[src/rtl/fir_tap_sched.sv]
// fir_tap_sched
//
// Sequencer for the symmetric-FIR pre-adder stage. For every accepted input
// sample it pulses the pre-adder enable, issues the NTAPS folded tap-sums in
// order to one shared multiplier, sums the products coming back (in issue
// order, no backpressure) and presents one filter output word.
//
// Optional feature:
//   FIR_TAP_SCHED_SAT_EN  defined   -> filter_out saturates the accumulator
//                         undefined -> filter_out is acc[OUT_W-1:0] (wrap)
//
// Ports:
//   clk, reset                 clock (rising edge), asynchronous active-high reset
//   clk_enable                 global enable; all state holds while low
//   sample_valid/sample_ready  new-sample handshake from the source
//   pipe_en                    pre-adder clk_enable, one pulse per accepted sample
//   tapsums                    packed signed tap-sums, tap k at [k*IN_W +: IN_W]
//   op_valid/op_ready          operand handshake to the shared multiplier
//   op_data, op_tap            operand and its tap index (coefficient select)
//   prod_valid, prod_data      products returned by the multiplier
//   out_valid/out_ready        output handshake, filter_out the signed result
//   err                        sticky protocol-error flag (unexpected product)

module fir_tap_sched #(
    parameter int NTAPS  = 15,
    parameter int IN_W   = 11,
    parameter int PROD_W = 22,
    parameter int ACC_W  = 26,
    parameter int OUT_W  = 16
) (
    input  logic                    clk,
    input  logic                    reset,
    input  logic                    clk_enable,
    input  logic                    sample_valid,
    output logic                    sample_ready,
    output logic                    pipe_en,
    input  logic [NTAPS*IN_W-1:0]   tapsums,
    output logic                    op_valid,
    input  logic                    op_ready,
    output logic [IN_W-1:0]         op_data,
    output logic [3:0]              op_tap,
    input  logic                    prod_valid,
    input  logic [PROD_W-1:0]       prod_data,
    output logic                    out_valid,
    input  logic                    out_ready,
    output logic [OUT_W-1:0]        filter_out,
    output logic                    err
);

    typedef enum logic [1:0] {IDLE, ISSUE, WAIT, OUT} state_t;

    localparam logic [3:0] LAST_TAP = 4'(NTAPS - 1);
    localparam logic [3:0] CNT_FULL = 4'(NTAPS);

    state_t                    state_reg, state_next;
    logic [3:0]                issue_idx_reg, issue_idx_next;
    logic [3:0]                ret_cnt_reg, ret_cnt_next;
    logic signed [ACC_W-1:0]   acc_reg, acc_next;
    logic                      err_reg, err_next;

    logic                      prod_take;
    logic [3:0]                ret_cnt_inc;
    logic signed [ACC_W-1:0]   prod_ext;
    logic [OUT_W-1:0]          acc_reduced;

    // Unpack the tap-sums into a 16-entry table so the 4-bit issue index can
    // select any entry; unused entries read as zero.
    logic [IN_W-1:0] tap_arr [16];

    for (genvar gi = 0; gi < 16; gi++) begin : g_tap
        if (gi < NTAPS) begin : g_used
            assign tap_arr[gi] = tapsums[gi*IN_W +: IN_W];
        end else begin : g_unused
            assign tap_arr[gi] = '0;
        end
    end

    assign prod_ext = {{(ACC_W-PROD_W){prod_data[PROD_W-1]}}, prod_data};

`ifdef FIR_TAP_SCHED_SAT_EN
    localparam logic signed [ACC_W-1:0] SAT_HI = ACC_W'((64'sd1 <<< (OUT_W-1)) - 64'sd1);
    localparam logic signed [ACC_W-1:0] SAT_LO = ~SAT_HI;

    always_comb begin
        acc_reduced = acc_reg[OUT_W-1:0];
        if (acc_reg > SAT_HI) begin
            acc_reduced = {1'b0, {(OUT_W-1){1'b1}}};
        end else if (acc_reg < SAT_LO) begin
            acc_reduced = {1'b1, {(OUT_W-1){1'b0}}};
        end
    end
`else
    assign acc_reduced = acc_reg[OUT_W-1:0];
`endif

    // State and datapath registers; everything freezes while clk_enable is
    // low, which also silently drops any product presented in that window.
    always_ff @(posedge clk or posedge reset) begin
        if (reset) begin
            state_reg     <= IDLE;
            issue_idx_reg <= '0;
            ret_cnt_reg   <= '0;
            acc_reg       <= '0;
            err_reg       <= 1'b0;
        end else if (clk_enable) begin
            state_reg     <= state_next;
            issue_idx_reg <= issue_idx_next;
            ret_cnt_reg   <= ret_cnt_next;
            acc_reg       <= acc_next;
            err_reg       <= err_next;
        end
    end

    always_comb begin
        state_next     = state_reg;
        issue_idx_next = issue_idx_reg;
        ret_cnt_next   = ret_cnt_reg;
        acc_next       = acc_reg;

        sample_ready = 1'b0;
        pipe_en      = 1'b0;
        op_valid     = 1'b0;
        op_data      = '0;
        op_tap       = '0;
        out_valid    = 1'b0;
        filter_out   = '0;

        // Products are only expected while a sample is in flight and fewer
        // than NTAPS have come back; anything else is a protocol error.
        prod_take   = prod_valid && (state_reg == ISSUE || state_reg == WAIT) &&
                      (ret_cnt_reg != CNT_FULL);
        ret_cnt_inc = ret_cnt_reg + 4'(prod_take);
        err_next    = err_reg || (prod_valid && !prod_take);

        if (prod_take) begin
            acc_next     = acc_reg + prod_ext;
            ret_cnt_next = ret_cnt_inc;
        end

        unique case (state_reg)
            IDLE: begin
                sample_ready = 1'b1;
                if (sample_valid) begin
                    pipe_en        = clk_enable;
                    acc_next       = '0;
                    issue_idx_next = '0;
                    ret_cnt_next   = '0;
                    state_next     = ISSUE;
                end
            end
            ISSUE: begin
                op_valid = 1'b1;
                op_data  = tap_arr[issue_idx_reg];
                op_tap   = issue_idx_reg;
                if (op_ready) begin
                    issue_idx_next = issue_idx_reg + 4'd1;
                    if (issue_idx_reg == LAST_TAP) begin
                        state_next = (ret_cnt_inc == CNT_FULL) ? OUT : WAIT;
                    end
                end
            end
            WAIT: begin
                if (ret_cnt_inc == CNT_FULL) begin
                    state_next = OUT;
                end
            end
            OUT: begin
                out_valid  = 1'b1;
                filter_out = acc_reduced;
                if (out_ready) begin
                    state_next = IDLE;
                end
            end
            default: state_next = IDLE;
        endcase
    end

    assign err = err_reg;

endmodule

[config.mk]
export PLATFORM = sky130hd
export DESIGN_NAME = fir_tap_sched
export DESIGN_NICKNAME = d
export VERILOG_FILES = /design/src/rtl/fir_tap_sched.sv
export SDC_FILE = /design/constraint.sdc
export NUM_CORES = 1
export LEC_CHECK = 0
export ABC_CLOCK_PERIOD_IN_PS = 3300
export CAP_MARGIN = 40
export CORE_AREA = 2 2 90 92
export CTS_BUF_LIST = sky130_fd_sc_hd__clkbuf_2
export CTS_CLUSTER_SIZE = 40
export DETAILED_ROUTE_END_ITERATION = 10
export DIE_AREA = 0 0 92 94
export DONT_BUFFER_PORTS = 1
export PLACE_DENSITY = 0.64
export SLEW_MARGIN = 20
export SYNTH_ARGS = -nofsm -noshare
export SYNTH_HDL_FRONTEND = slang
export SYNTH_SLANG_ARGS = --single-unit
export TNS_END_PERCENT = 1
[constraint.sdc]
create_clock -name clk -period 3.3 [get_ports clk]
set_clock_uncertainty 0.05 [all_clocks]
set_input_delay 0.825 -clock clk [delete_from_list [all_inputs] [get_ports clk]]
set_output_delay 0.825 -clock clk [all_outputs]
set_load 0.1 [all_outputs]
Word-level counts from Yosys, hierarchy flattened
Index checks and enable logic that the tools add are counted.

Bits in registers: 37. Output and inout bits: 36. Input bits: 194. Word-level logic and storage cells: 58.

Add/sub/neg operators: 3. Mux-type cells: 27. Magnitude comparators: 1. Reduce and logical (&&, ||, !) cells: 10. Bitwise operators: 1. Equal/unequal tests: 11.

Operators with widths (number): $mux 26 (3); $bmux 11 s4 (1); $mux 11 (3); $add 26x22->26 (1); $mux 4 (6); $mux 16 (1); $mux 2 (5); $eq 4x4->1 const B (2); $pmux 2 s4 (1); $pmux 4 s2 (1); $mux 1 (6); $ne 2x2->1 const B (3); $reduce_and 6->1 (1); $ge 5x5->1 const B (1); $not 4->5 (1); $add 4x1->4 (1); $add 4x1->4 const B (1); $eq 2x2->1 const B (2); $ne 2x1->1 const B (2); $ne 4x4->1 const B (1); $reduce_and 4->1 (1); $logic_and 1x1->1 (3); $eq 2x1->1 const B (1); $logic_not 2->1 (1); other kinds (3) (4).

Logic depth before layout (Yosys ltp)
Gate-level depths: netlist (run 1).

Word-level depth: 10. Gate-level depth with buffers: 12. Mapped depth without buffers: 12.

Worst setup path after synthesis (run 1)
Ideal clock, no wire load.

Kind: reg2out. Start: reg state_reg[1]. End: out op_tap[0]. Setup slack: -0.467 ns. Arrival time: 2.892 ns. Buffers on the path: 0. Required time: 2.425 ns. Cell stages (with the launch flop): 5. Path through: dfrtp_1 -> inv_1 -> ha_1 -> inv_1 -> nor2_1.

Word-level cells in the longest chain between the ends: 2.

Ends and longest elaborated chain: from (decl) (line 55) `state_t state_reg, state_next;`; from (signal assigned) (line 106) `state_reg <= state_next;`; $eq 2x1->1 (line 140) `unique case (state_reg)`; $mux 4 (line 140); to (decl) (line 41) `output logic [3:0] op_tap,`.

Every way passes these cells.

Worst setup path in the final report (run 1)
Start: reg issue_idx_reg[0]. End: out op_data[5].

Word-level cells in the longest chain between the ends: 5.

Ends and longest elaborated chain: from (decl) (line 56) `logic [3:0] issue_idx_reg, issue_idx_next;`; from (signal assigned) (line 107) `issue_idx_reg <= issue_idx_next;`; $not 4->5 (not written as such) (line 153) `op_data = tap_arr[issue_idx_reg];`; $bmux 11 s4 (line 153); $mux 11 (not written as such) (2 in series) (line 153); $mux 11 (line 140); to (decl) (line 40) `output logic [IN_W-1:0] op_data,`.

Every way passes these cells. The select of a mux whose other input is x is not followed.

==> results.md, run 1 <==
- The most numerous cell type found on the critical path is sky130_fd_sc_hd__mux4_2.
- The worst hold path class is primary input to asynchronous set/reset pin.
- The filler cell count is 642.
- The cell type of the slowest stage on the worst timing path is sky130_fd_sc_hd__mux4_2.
- Entering global routing, the biggest net connects 28 pins.
- Averaged over all synthesized cells, the footprint is 9.65 µm².
- The most critical setup path has its endpoint at op_data[5].
- The TritonCTS clock tree is done.
- The diode insertion count for antenna repair is 0.
- By area the synthesized netlist is led by sky130_fd_sc_hd__mux4_2 (28%), sky130_fd_sc_hd__dfrtp_1 (19%), sky130_fd_sc_hd__ha_1 (8.2%), sky130_fd_sc_hd__and2_1 (5.5%), sky130_fd_sc_hd__o21ai_0 (4.6%).
- Counting flops with a built-in enable in the synthesized netlist gives 0.
- Summed over all layers, the global routing overflow is 0.
- The final-report max-slew violation count was 0.
- The weighted congestion reported at the end of routability-driven placement is 0.890.
- For this design, the sink count on the clock tree is 27.
- The critical path goes through buf_8 > buf_6 > mux4_2 > mux4_2 > and2_4 > buf_12.
- At the pin with the least slew margin, the transition time is 0.886 ns.
- The largest voltage drop on the vdd net is 0.450 mV.
- The switching component of the power is 2.32 mW.
- In the global route stage, overall resource usage came out at 25.0%.
- The setup slack of the worst register-to-register path is 0.43 ns.
- Setup violations remaining at the end of the flow were counted as 5.
- The net count of the finished layout is 620.
- The number of rows created at floorplan is 32.
- The core area is 7610 µm².
- Dividing total power by cell area gives a power density of 984 nW/µm².
- The I/O pin count is 230.
- Of the total power, the share spent switching nets is 52.8%.
- In the final timing run, aggregate negative setup slack is -0.102 ns.
- The post-detailed-route DRC marker count is 0.
- The number of port buffers is 0.
- Setup repair after global routing could not meet its margin everywhere.
- The total routed wirelength is 11200 µm.
- The highest layer touched by signal routing is met5.
- The reg-to-reg startpoint is state_reg[0]$_DFFE_PP0P_.
- The worst register-to-register path ends at state_reg[1]$_DFFE_PP0P_.
- Max-cap violations in this run came to 0.
- The proportion of register bits with asynchronous set or reset after synthesis is 100%.
- The biggest area contributor in the post-synthesis netlist is sky130_fd_sc_hd__mux4_2.
- The logic gate share of total power is 83.0%.
- The clock latency of the later-clocked register in the worst-skew pair is 0.40 ns.
- The cell area that synthesis handed to floorplanning was 3510 µm².
- The flow ran to the end, but the final reports show violations.
- The share of total power dissipated in the clock network is 3.4%.
- In this run, synthesis produced a sequential element count of 27.
- In the final routing, the length of wire on met1 measures 4410 µm.
- The first-pass GRT wire length is 16900 µm.
- The clock slew at the register clock pins of the worst setup and hold paths is 0.32 ns.
- Synthesis produced a netlist whose cell count is 364.
- STA classifies the critical path endpoint as an output port.
- The number of violations reported at the end of detailed-routing iteration 0 is 105.
- The final-report hold violation count is 0.
- The maximum clock insertion buffer count is 2.
- For this design, the CTS-stage hold fixing added 0 buffers.
- The register area is 678 µm².
- The type of the worst setup path is flip-flop to output port.
- The CTS root buffer is sky130_fd_sc_hd__clkbuf_2.
- The via-per-instance ratio is 6.25.
- In this run the remaining antenna-violating nets after routing total 0.
- The die is 92 µm wide.
- The sequential power share is 13.6%.
- For the worst setup path, the data required time is 2.42 ns.
- Wire segments on met3 add up to 949 µm in the final route.
- After synthesis, the largest area contributor takes up 28.2% of total cell area.
- STA classifies the critical path startpoint as a flip-flop.
- Dividing the final minimum period by the clock period gives 101%.
- The final cell area excluding filler cells is 4460 µm².
- The most used flip-flop cell after synthesis is sky130_fd_sc_hd__dfrtp_1.
- The routed length per placed instance is 22.2 µm.
- Of the cells placed in the final design, the portion with a size suffix greater than 1 is 31.2%.
- The cell count of the worst reg-to-reg path is 11.
- The number of buffers inserted during clock tree synthesis is 3.
- CTS built an H-tree with a depth of 1.
- The multi-input combinational cells in the finished layout cover a total of 2730 µm².
- The cell internal power dissipation is 2.07 mW.
- The setup slack after layout is -0.0264 ns.
- Summing all placed instances gives a cell area of 4240 µm².
- Relative to the synthesized area, the layout overhead comes to 27.0%.
- The most critical setup path has its startpoint at issue_idx_reg[0]$_DFFE_PP0P_.
- Detailed placement finished with a half-perimeter wire length of 8720 µm.
- The overall die height is 94 µm.
- The final reports fail on negative setup slack.
- The biggest fanout along the worst timing path is 5.
- The initial standard-cell utilization of the core is 46.2%.
- Yosys mapped the design onto 52 distinct sky130hd cell types.
- The share of synthesized area occupied by flip-flops and latches is 19.2%.
- The stage delay of the slowest cell on the critical path is 0.55 ns.
- The number of detailed-routing iterations run before antenna repair is 4.
- Headroom to the max-slew limit came out at 40.9%.
- The routed layout has 3143 vias.
- The via count of the first global-routing pass came to 3228.
- The number of flip-flops under the largest register name is 16.
- The total die area is 8650 µm².
- The smallest clock period supported by the final layout is computed as 3.33 ns.
- Yosys printed 0 warnings.
- Cells fill 58.6% of the core in the end.
- Data arrives at the worst endpoint at 2.45 ns.
- When the netlist entered floorplanning its net count stood at 582.
- The length of routed met2 wiring is 5690 µm.
- Timing would allow up to 301 MHz.
- The number of antenna violations at the first check in global routing was 1.
- In this run the static leakage power is 1.73 nW.
[power groups by stage]
stage / registers (mW) / logic (mW) / clock network, mW
5_1_grt: 0.623 / 3.88 / 0.176
6_report: 0.598 / 3.64 / 0.149
2_1_floorplan: 0.546 / 2.56 / 0
3_5_place_dp: 0.607 / 3.38 / 0
3_3_place_gp: 0.603 / 3.32 / 0
4_1_cts: 0.593 / 3.66 / 0.159
[synth_stat cells, types with 2 or more instances]
cell,n
sky130_fd_sc_hd__and3_1,2
sky130_fd_sc_hd__o21bai_1,3
sky130_fd_sc_hd__o21ai_0,32
sky130_fd_sc_hd__inv_1,13
sky130_fd_sc_hd__nand2b_1,2
sky130_fd_sc_hd__clkbuf_1,14
sky130_fd_sc_hd__nand3_1,13
sky130_fd_sc_hd__o21ai_1,4
sky130_fd_sc_hd__buf_1,3
sky130_fd_sc_hd__nor2_1,24
sky130_fd_sc_hd__mux2i_1,12
sky130_fd_sc_hd__o31ai_1,3
sky130_fd_sc_hd__xnor2_1,5
sky130_fd_sc_hd__and2_1,31
sky130_fd_sc_hd__a21boi_0,2
sky130_fd_sc_hd__a21o_1,2
sky130_fd_sc_hd__buf_2,4
sky130_fd_sc_hd__o21a_1,3
sky130_fd_sc_hd__mux4_2,44
sky130_fd_sc_hd__ha_1,23
sky130_fd_sc_hd__dfrtp_1,27
sky130_fd_sc_hd__a21oi_1,13
sky130_fd_sc_hd__nor2b_1,3
sky130_fd_sc_hd__nor3b_1,3
sky130_fd_sc_hd__nand4_1,3
sky130_fd_sc_hd__o211ai_1,3
sky130_fd_sc_hd__xor2_1,4
sky130_fd_sc_hd__a211oi_1,7
sky130_fd_sc_hd__nor3_1,5
sky130_fd_sc_hd__nand3b_1,2
sky130_fd_sc_hd__nand2_1,34
[cells in the final DEF (no fill, tap or decap), types with 3 or more instances in the layout]
| cell | netlist | final |
|---|---|---|
| sky130_fd_sc_hd__inv_1 | 13 | 13 |
| sky130_fd_sc_hd__buf_12 | 0 | 30 |
| sky130_fd_sc_hd__clkbuf_2 | 0 | 3 |
| sky130_fd_sc_hd__nand2_1 | 34 | 34 |
| sky130_fd_sc_hd__nor3b_1 | 3 | 3 |
| sky130_fd_sc_hd__mux2i_1 | 12 | 12 |
| sky130_fd_sc_hd__o31ai_1 | 3 | 3 |
| sky130_fd_sc_hd__xor2_1 | 4 | 4 |
| sky130_fd_sc_hd__o21ai_0 | 32 | 32 |
| sky130_fd_sc_hd__nand3_1 | 13 | 13 |
| sky130_fd_sc_hd__o21ai_1 | 4 | 4 |
| sky130_fd_sc_hd__nand4_1 | 3 | 3 |
| sky130_fd_sc_hd__mux4_2 | 44 | 44 |
| sky130_fd_sc_hd__o21a_1 | 3 | 3 |
| sky130_fd_sc_hd__nor3_1 | 5 | 5 |
| sky130_fd_sc_hd__and2_1 | 31 | 20 |
| sky130_fd_sc_hd__buf_4 | 1 | 16 |
| sky130_fd_sc_hd__a211oi_1 | 7 | 7 |
| sky130_fd_sc_hd__nor2_1 | 24 | 22 |
| sky130_fd_sc_hd__nor2b_1 | 3 | 3 |
| sky130_fd_sc_hd__buf_6 | 0 | 3 |
| sky130_fd_sc_hd__and2_4 | 0 | 11 |
| sky130_fd_sc_hd__o211ai_1 | 3 | 3 |
| sky130_fd_sc_hd__a21oi_1 | 13 | 13 |
| sky130_fd_sc_hd__ha_1 | 23 | 22 |
| sky130_fd_sc_hd__o21bai_1 | 3 | 3 |
| sky130_fd_sc_hd__xnor2_1 | 5 | 5 |
| sky130_fd_sc_hd__dfrtp_1 | 27 | 25 |
[logic make-up after synthesis]
kind of cell | Yosys count | share of synthesized area, %
adder cells (fa/ha/maj) | 24 | 8.77
XOR/XNOR | 9 | 2.25
buffers and inverters | 36 | 4.10
flip-flops | 27 | 19.2
multiplexers | 57 | 32.0
AO/OA/AOI/OAI | 84 | 15.4
AND/OR/NAND/NOR | 127 | 18.3
[how the worst min path moves through the flow]
stage	slack, ns	startpoint	endpoint
detailed placement	0.45	acc_reg[7]$_DFFE_PP0P_	acc_reg[7]$_DFFE_PP0P_
CTS	0.28	reset	acc_reg[5]$_DFFE_PP0P_
global route	0.26	reset	acc_reg[5]$_DFFE_PP0P_
global placement	0.43	acc_reg[12]$_DFFE_PP0P_	acc_reg[12]$_DFFE_PP0P_
finish	0.29	reset	acc_reg[4]$_DFFE_PP0P_
floorplan	0.42	acc_reg[6]$_DFFE_PP0P_	acc_reg[6]$_DFFE_PP0P_
[metrics by stage]
step / cells / power (mW) / worst slack (ns) / hold slack [ns]
2_1_floorplan: 364 / 3.11 / -0.0185 / 0.416
3_3_place_gp: 488 / 3.92 / 0.203 / 0.435
3_5_place_dp: 489 / 3.99 / 0.139 / 0.452
4_1_cts: 502 / 4.41 / -0.0757 / 0.277
5_1_grt: 503 / 4.68 / -0.139 / 0.255
6_report: 503 / 4.39 / -0.0264 / 0.288
[area by class of cell]
class	instances	area share [%]
repair buffers	55	19.1
inverters	14	1.18
multi-input cells	301	61.1
well taps	102	2.86
flip-flops and latches	27	15.2
clock inverters	1	0.196
clock buffers	3	0.337
[routing by layer]
metal | global-route usage (%) | up-vias
met5 | 0 | -
met4 | 5.10 | 2
met3 | 5.14 | 15
met2 | 43.9 | 147
met1 | 32.1 | 1527
li1 | - | 1452
[critical path: cells and delay by family (launching register included)]
kind,cells,cell delay [ns]
buffers and inverters,3,0.42
muxes,2,1.02
DFF,1,0.45
and+or+nand+nor,1,0.18
[timing repair]
| action | in CTS | in global routing |
|---|---|---|
| gates resized for setup | 21 | 4 |
| setup buffers | 6 | 0 |
| gates cloned | 3 | 0 |
| endpoints found under the setup margin | 11 | 11 |
(Power assumes the default switching activity.)
==> run 2: changes to the inputs <==
ABC_AREA = 1   (was not set)
CORE_AREA = not set   (was 2 2 90 92)
CORE_MARGIN = 2   (was not set)
CORE_UTILIZATION = 53   (was not set)
DIE_AREA = not set   (was 0 0 92 94)
PLACE_DENSITY = 0.71   (was 0.64)
==> run 2 against run 1 <==
Against the previous run:
- the flow now finishes without violations
- final cell count rose by 66%
- clock-buffer cell count did not move
- die area fell by 6.2%
- sequential share of layout area fell by 0.38 points
- non-clock buffer count fell by 6
- setup slack improved by 0.15 ns
- design area rose by 2.4%
- critical path depth rose by 3
- first-iteration DRC count rose to 3.2 times the previous value
- register-to-register slack improved by 0.49 ns
- maximum frequency rose by 4.9%
- via count rose by 56%
- largest power group unchanged
==> results.md, run 2 <==
- The headroom to the max-slew limit is 49.7% (+8.7 points).
- For this run, the leading register cell type out of synthesis is sky130_fd_sc_hd__dfrtp_1.
- The fraction of post-synthesis cell area in the top cell type by area was 20.2% (-8.0 points).
- The number of detailed-routing iterations run before antenna repair was 5 (+1).
- The overall track demand over capacity in global routing was 32.5% (+7.5 points).
- The cell with the most instances after synthesis is sky130_fd_sc_hd__nand2_1.
- The post-detailed-route DRC marker count is 0 (unchanged).
- The number of enable-type register cells in the synthesized netlist is 0 (unchanged).
- The maximum clock insertion buffer count came to 2 (unchanged).
- The setup TNS came to 0 ns (+0.102 ns).
- The setup slack after layout came to 0.129 ns (+0.155 ns).
- The worst setup path is launched from a flip-flop.
- The top cell types in the final layout, fill and taps aside, are sky130_fd_sc_hd__nand2_1 (211), sky130_fd_sc_hd__nor2_1 (120), sky130_fd_sc_hd__inv_1 (84).
- The via count of the first global-routing pass is 4656 (+44%).
- The biggest fanout along the worst timing path is 19 (+14).
- Setup repair after global routing could not meet its margin everywhere.
- The share of synthesized area occupied by flip-flops and latches was 17.2% (-2.0 points).
- The data required time at the worst endpoint was 2.42 ns (about the same).
- The number of vias in the routed layout came to 4909 (+56%).
- The post-synthesis area per instance was 5.44 µm² (-44%).
- The number of rows created at floorplan was 31 (-3.1%).
- The post-route clock period utilization is 96.1% (-4.7 points).
- The final HPWL from detailed placement is 10700 µm (+22%).
- The reg-to-reg startpoint is state_reg[0]$_DFFE_PP0P_.
- The total routed wirelength is 13900 µm (+24%).
- The total global routing overflow is 0 (unchanged).
- The die outline width is 90.1 µm (-2.1%).
- Summed over all instances, the cell type with the most area after synthesis is sky130_fd_sc_hd__nand2_1.
- The final-report hold violation count was 0 (unchanged).
- The clock slew at the register clock pins of the worst setup and hold paths is 0.30 ns (-0.02 ns).
- The initial standard-cell utilization of the core is 54.4% (+8.3 points).
- The TritonCTS clock tree is done.
- The summed instance area of the synthesized netlist was 3930 µm² (+12%).
- The leakage component of the power is 2.31 nW (+33%).
- The signal arrival time at the worst endpoint was 2.30 ns (-0.15 ns).
- The run finished with clean final reports.
- The overall die height was 90.1 µm (-4.2%).
- The net count after synthesis is 940 (+62%).
- The setup slack after placement is 0.435 ns (+0.296 ns).
- The flop and latch count out of synthesis is 27 (unchanged).
- The gate count after technology mapping was 722 (+98%).
- The final-report max-slew violation count is 0 (unchanged).
- The number of port buffers is 0 (unchanged).
- The slowest stage of the critical path is the sky130_fd_sc_hd__dfrtp_1 cell.
- The number of violations reported at the end of detailed-routing iteration 0 is 333 (+220%).
- The commonest cells after synthesis are sky130_fd_sc_hd__nand2_1 (211), sky130_fd_sc_hd__nor2_1 (121), sky130_fd_sc_hd__inv_1 (84).
- Ranked by total cell area, the synthesized netlist is headed by sky130_fd_sc_hd__nand2_1 (20%), sky130_fd_sc_hd__dfrtp_1 (17%), sky130_fd_sc_hd__nor2_1 (12%), sky130_fd_sc_hd__o21ai_0 (9.2%), sky130_fd_sc_hd__inv_1 (8.0%).
- The slew at the pin with the worst max-slew slack is 0.755 ns (-0.131 ns).
- The first-pass GRT wire length is 22100 µm (+31%).
- The filler cell count is 704 (+9.7%).
- The count of cell types in the netlist is 28 (-46%).
- The core area was 7210 µm² (-5.2%).
- The number of buffers inserted during clock tree synthesis is 3 (unchanged).
- The post-CTS repair timing setup buffer count is 0 (-6).
- The total power density per cell area is 1030 nW/µm² (+4.8%).
- The total die area is 8110 µm² (-6.2%).
- The routed length per placed instance is 16.6 µm (-25%).
- The endpoint of the lowest-slack register-to-register path is state_reg[1]$_DFFE_PP0P_.
- The final count of negative-setup-slack endpoints is 0 (-5).
- The layout-stage area growth over the synthesis result is 16.3%.
- The number of nets with antenna violations after routing is 0 (unchanged).
- The weighted congestion reported at the end of routability-driven placement is 0.930 (+4.6%).
- The cell count of the worst reg-to-reg path is 12 (+1).
- The Yosys warning count was 0 (unchanged).
- The final-stage net count is 955 (+54%).
- The number of H-tree branching levels came to 1 (unchanged).
- The post-route core utilization is 63.3% (+4.6 points).
- The largest net degree at the start of global routing is 49 (+75%).
- The diode insertion count for antenna repair is 0 (unchanged).
- The worst setup path is captured at an output port.
- The maximum clock frequency is 315 MHz (+4.9%).
- The max capacitance violation total is 0 (unchanged).
- The clock latency of the later-clocked register in the worst-skew pair came to 0.41 ns (about the same).
- The setup slack of the worst register-to-register path is 0.92 ns (+0.49 ns).
- The proportion of register bits with asynchronous set or reset after synthesis was 100% (unchanged).
- The number of antenna violations at the first check in global routing was 0 (-1).
- Walking the worst path, the cells encountered are buf_12 > buf_16 > nor2_1 > nor2_1 > o21ai_0 > nand4_1 > nand3_1 > a21oi_2 > buf_12.
- The tightest min-delay check is of the primary input to asynchronous set/reset pin type.
- The largest voltage drop on the vdd net is 0.546 mV (+21%).
- The I/O pin count is 230 (unchanged).
- The library cell used most frequently in the layout, excluding fill and tap cells, is sky130_fd_sc_hd__nand2_1.
- The clock sink count is 27 (unchanged).
- The minimum clock period after layout is 3.17 ns (-0.155 ns).
- The type of the worst setup path is flip-flop to output port.
- The via-per-instance ratio is 5.88 (-5.9%).
- The share of final-layout standard cells stronger than drive strength 1 is 9.65% (-22 points).
- The stage delay of the slowest cell on the critical path is 0.50 ns (-0.05 ns).
- The number of flip-flops under the largest register name was 16 (unchanged).
- The CTS root buffer is sky130_fd_sc_hd__clkbuf_2.
==> run 2: changes by cell type in the layout (fill, tap and decap cells not counted), moves of 13 or more <==
cell / before / now
sky130_fd_sc_hd__and2_1: 20 / 1
sky130_fd_sc_hd__nand3_1: 13 / 42
sky130_fd_sc_hd__nand2_1: 34 / 211
sky130_fd_sc_hd__nor2_1: 22 / 120
sky130_fd_sc_hd__o211ai_1: 3 / 16
sky130_fd_sc_hd__nand4_1: 3 / 31
sky130_fd_sc_hd__inv_1: 13 / 84
sky130_fd_sc_hd__buf_12: 30 / 16
sky130_fd_sc_hd__mux4_2: 44 / 0
sky130_fd_sc_hd__o21ai_0: 32 / 72
==> run 2: cells by family (layout without fill, tap and decap cells) <==
| logic type | after synthesis | in the layout | share of synthesized area, % |
|---|---|---|---|
| simple gates | 413 | 413 | 43.2 |
| compound gates | 126 | 126 | 17.2 |
| buf+inv | 126 | 140 | 13.1 |
| flops | 27 | 27 | 17.2 |
| fa+ha+maj | 24 | 24 | 7.84 |
| xor+xnor | 6 | 6 | 1.34 |
==> run 2: layout make-up <==
type                       count  area [µm²]  area share (%)
timing repair buffer          49         629            13.8
inverter                      87         334            7.32
clock inverter                 1        7.51           0.164
tap                           99         124            2.71
clock buffer                   3        15.0           0.329
sequential                    27         677            14.8
multi-input combinational    569        2780            60.9
==> run 2: routing by layer <==
layer | GRT usage, % | up-vias | wire (µm)
met5 | 0 | - | 0
met4 | 14.0 | 0 | 613
met1 | 38.4 | 2253 | 5390
met3 | 6.04 | 49 | 1160
met2 | 57.4 | 257 | 6710
li1 | - | 2350 | -
==> run 2: power by group <==
| part | total, mW | switching, mW | internal (mW) |
|---|---|---|---|
| Clock | 0.144 | 0.116 | 0.0280 |
| Sequential | 0.647 | 0.171 | 0.476 |
| Combinational | 3.92 | 2.71 | 1.21 |
| Total | 4.71 | 3.00 | 1.71 |
==> run 2: timing repair <==
action	4_1_cts	5_1_grt
pin swaps	0	2
hold buffers	0	0
gates cloned	0	1
gates resized for setup	2	13
endpoints found under the setup margin	3	11
==> run 2: critical path, delay by kind of cell (launching register included) <==
kind | cells | cell delay, ns
simple gates | 4 | 0.48
buf+inv | 3 | 0.56
flops | 1 | 0.50
compound gates | 2 | 0.34
==> run 2: how the worst max path moves through the flow <==
stage / start / end / slack [ns] / cells after the start
after floorplan: state_reg[0]$_DFFE_PP0P_ / pipe_en / -0.47 / 4
after global placement: issue_idx_reg[1]$_DFFE_PP0P_ / op_data[3] / 0.54 / 8
after detailed placement: issue_idx_reg[0]$_DFFE_PP0P_ / op_data[10] / 0.44 / 9
after CTS: issue_idx_reg[0]$_DFFE_PP0P_ / op_data[10] / 0.02 / 9
after global routing: issue_idx_reg[1]$_DFFE_PP0P_ / op_data[0] / -0.02 / 6
final: issue_idx_reg[0]$_DFFE_PP0P_ / op_data[10] / 0.13 / 9
==> run 2: stage by stage <==
step / instance area (µm²) / hold slack [ns] / instances / total power, mW
global placement: 4440 / 0.454 / 828 / 4.31
CTS: 4500 / 0.270 / 834 / 4.57
detailed placement: 4470 / 0.475 / 830 / 4.41
finish: 4560 / 0.266 / 835 / 4.71
global route: 4560 / 0.263 / 835 / 5.13
floorplan: 3970 / 0.428 / 722 / 3.59
==> run 3: changes to the inputs <==
CORE_AREA = 2 2 89 91   (was not set)
CORE_MARGIN = not set   (was 2)
CORE_UTILIZATION = not set   (was 53)
DIE_AREA = 0 0 91 93   (was not set)
==> run 3 against run 2 <==
Against the previous run:
- combinational power shrank 2%
- core utilization shrank 3.3 points
- hold slack lost 0.020 ns
- critical path depth shrank 1
- non-clock buffer count is the same
- maximum frequency grew 0.94%
- wire length shrank 4.5%
- first-iteration DRC count shrank 18%
- design area shrank 1.1%
- die area grew 4.4%
- setup slack gained 0.030 ns
- power shrank 1.7%
- critical path type unchanged
- highest routed layer unchanged
==> results.md, run 3 (synthesis gave the netlist of run 2 again) <==
- The flow ran to the end, and the final reports show no timing, DRC or antenna violations.
- The post-route clock period utilization is 95.2% (-0.89 points).
- The number of antenna violations at the first check in global routing is 0 (unchanged).
- The core area is 7530 µm² (+4.3%).
- The setup slack after layout is 0.158 ns (+0.0295 ns).
- The number of H-tree branching levels is 1 (unchanged).
- The headroom to the max-slew limit came to 40.8% (-8.9 points).
- The max capacitance violation total is 0 (unchanged).
- The clock latency of the later-clocked register in the worst-skew pair was 0.42 ns (about the same).
- The setup slack of the worst register-to-register path is 0.88 ns (-0.04 ns).
- The final-stage net count is 955 (unchanged).
- The diode insertion count for antenna repair is 0 (unchanged).
- The biggest fanout along the worst timing path is 33 (+14).
- The slew at the pin with the worst max-slew slack is 0.888 ns (+0.133 ns).
- The post-detailed-route DRC marker count was 0 (unchanged).
- The final-report hold violation count is 0 (unchanged).
- The largest voltage drop on the vdd net is 0.598 mV (+9.5%).
- The number of flip-flops under the largest register name came to 16 (unchanged).
- The area growth from synthesis to layout is 15.0%.
- The number of rows created at floorplan came to 32 (+3.2%).
- The number of violations reported at the end of detailed-routing iteration 0 is 273 (-18%).
- The largest net degree at the start of global routing is 42 (-14%).
- The die outline width was 91 µm (+1.0%).
- The setup TNS is 0 ns (unchanged).
- The critical path buffer and inverter count is 3 (unchanged).
- The via-per-instance ratio is 5.76 (-1.9%).
- The number of detailed-routing iterations run before antenna repair is 8 (+3).
- The clock slew at the register clock pins of the worst setup and hold paths is 0.34 ns (+0.04 ns).
- The stage delay of the slowest cell on the critical path is 0.48 ns (-0.02 ns).
- Broken down by cell family, the worst path's largest delay share belongs to buffers and inverters.
- The setup slack after placement was 0.548 ns (+0.112 ns).
- The share of final-layout standard cells stronger than drive strength 1 is 9.65% (unchanged).
- The worst hold path belongs to the class primary input to asynchronous set/reset pin.
- The total die area is 8460 µm² (+4.4%).
- The TritonCTS clock tree is done.
- The signal arrival time at the worst endpoint is 2.27 ns (-0.03 ns).
- The via count of the first global-routing pass was 4374 (-6.1%).
- The tree is rooted in a sky130_fd_sc_hd__clkbuf_2.
- The final HPWL from detailed placement is 10400 µm (-2.8%).
- The cell count of the worst reg-to-reg path is 11 (-1).
- Setup repair after global routing left no endpoint under its margin.
- The endpoint identified for the worst register-to-register timing path is state_reg[0]$_DFFE_PP0P_.
- The worst setup path is of the flip-flop to output port kind.
- The total power density per cell area is 1030 nW/µm² (-0.61%).
- The final-report max-slew violation count is 0 (unchanged).
- The overall track demand over capacity in global routing came to 29.1% (-3.4 points).
- The initial standard-cell utilization of the core is 52.1% (-2.3 points).
- The worst hold slack after final layout came to 0.246 ns (-0.0198 ns).
- The routed length per placed instance was 15.8 µm (-4.8%).
- The overall die height was 93 µm (+3.3%).
- The total global routing overflow is 0 (unchanged).
- Leaving out fill and tap cells, the most frequent cells in the layout are sky130_fd_sc_hd__nand2_1 (211), sky130_fd_sc_hd__nor2_1 (120), sky130_fd_sc_hd__inv_1 (84).
- The maximum clock insertion buffer count is 2 (unchanged).
- The number of port buffers is 0 (unchanged).
- The total routed wirelength is 13200 µm (-4.5%).
- The number of nets with antenna violations after routing came to 0 (unchanged).
- The number of vias in the routed layout is 4831 (-1.6%).
- The minimum clock period after layout is 3.14 ns (-0.0295 ns).
- The area of the multi-input gates is 2790 µm² (+0.27%).
- The data required time at the worst endpoint was 2.42 ns (about the same).
- The most numerous cell type found on the critical path is sky130_fd_sc_hd__buf_12.
- The leakage component of the power is 2.29 nW (-0.94%).
- The clock sink count is 27 (unchanged).
- The register area is 676 µm² (-0.18%).
- The weighted congestion reported at the end of routability-driven placement is 0.897 (-3.6%).
- The maximum clock frequency came to 318 MHz (+0.94%).
- Leaving out fill and tap cells, the most frequent cell in the layout is sky130_fd_sc_hd__nand2_1.
- The final count of negative-setup-slack endpoints is 0 (unchanged).
- The filler cell count is 712 (+1.1%).
- The number of buffers inserted for hold repair after clock tree synthesis is 0 (unchanged).
- The overall power consumption came to 4.63 mW (-1.7%).
- The I/O pin count is 230 (unchanged).
- The cell type of the slowest stage on the worst timing path is sky130_fd_sc_hd__dfrtp_1.
- The worst setup path is launched from a flip-flop.
- The first-pass GRT wire length is 20300 µm (-8.1%).
- The reg-to-reg startpoint is state_reg[0]$_DFFE_PP0P_.
- The post-route core utilization came to 60.0% (-3.3 points).
- Walking the worst path, the cells encountered are buf_4 > nor2_4 > buf_12 > nand2_1 > o211ai_1 > nand3_1 > a21oi_2 > buf_12.
- The number of buffers inserted during clock tree synthesis came to 3 (unchanged).
- The worst setup path is captured at an output port.
==> run 3: layer usage <==
layer / GRT usage [%] / wire (µm)
met5: 0 / 0
met4: 8.59 / 403
met3: 3.46 / 1090
met2: 53.4 / 6530
met1: 35.6 / 5220
==> run 3: worst register-to-register path: stages, from the launching register on <==
cell and delay [ns]:
sky130_fd_sc_hd__dfrtp_1 0.49, sky130_fd_sc_hd__inv_1 0.10, sky130_fd_sc_hd__ha_1 0.31, sky130_fd_sc_hd__nand2_1 0.08
sky130_fd_sc_hd__a31oi_1 0.19, sky130_fd_sc_hd__ha_1 0.22, sky130_fd_sc_hd__ha_1 0.17, sky130_fd_sc_hd__xor2_1 0.26
sky130_fd_sc_hd__nand3_1 0.13, sky130_fd_sc_hd__nand2_1 0.10, sky130_fd_sc_hd__nand2_1 0.10, sky130_fd_sc_hd__o21ai_0 0.19
==> run 3: how the worst max path moves through the flow <==
stage          slack [ns]                          from  cells past startpoint          to
6_report             0.16  issue_idx_reg[0]$_DFFE_PP0P_                      8  op_data[5]
5_1_grt             0.004  issue_idx_reg[0]$_DFFE_PP0P_                      8  op_data[1]
4_1_cts              0.02  issue_idx_reg[0]$_DFFE_PP0P_                      8  op_data[1]
3_5_place_dp         0.55  issue_idx_reg[0]$_DFFE_PP0P_                      8  op_data[9]
3_3_place_gp         0.60  issue_idx_reg[0]$_DFFE_PP0P_                      8  op_data[5]
2_1_floorplan       -0.47      state_reg[0]$_DFFE_PP0P_                      4     pipe_en
==> run 3: layout make-up <==
cell class / instances / area share (%)
Clock buffer: 3 / 0.333
Inverter: 87 / 7.46
Sequential cell: 27 / 15.0
Tap cell: 102 / 2.83
Multi-Input combinational cell: 569 / 61.7
Clock inverter: 1 / 0.194
Timing Repair Buffer: 49 / 12.5
==> run 3: report_power, final <==
part,switching [mW],total [mW],internal (mW)
Combinational,2.69,3.85,1.16
Clock,0.125,0.157,0.0319
Sequential,0.146,0.621,0.475
Total,2.96,4.63,1.67
==> run 3: metrics by stage <==
stage	instances	cell area (µm²)
after floorplan	722	3970
after global placement	832	4450
after detailed placement	832	4450
after CTS	836	4470
after global routing	838	4510
final	838	4510
==> run 3: what timing repair did <==
action,in CTS,in global routing
setup buffers,0,1
gates resized for setup,0,10
endpoints found under the setup margin,0,11
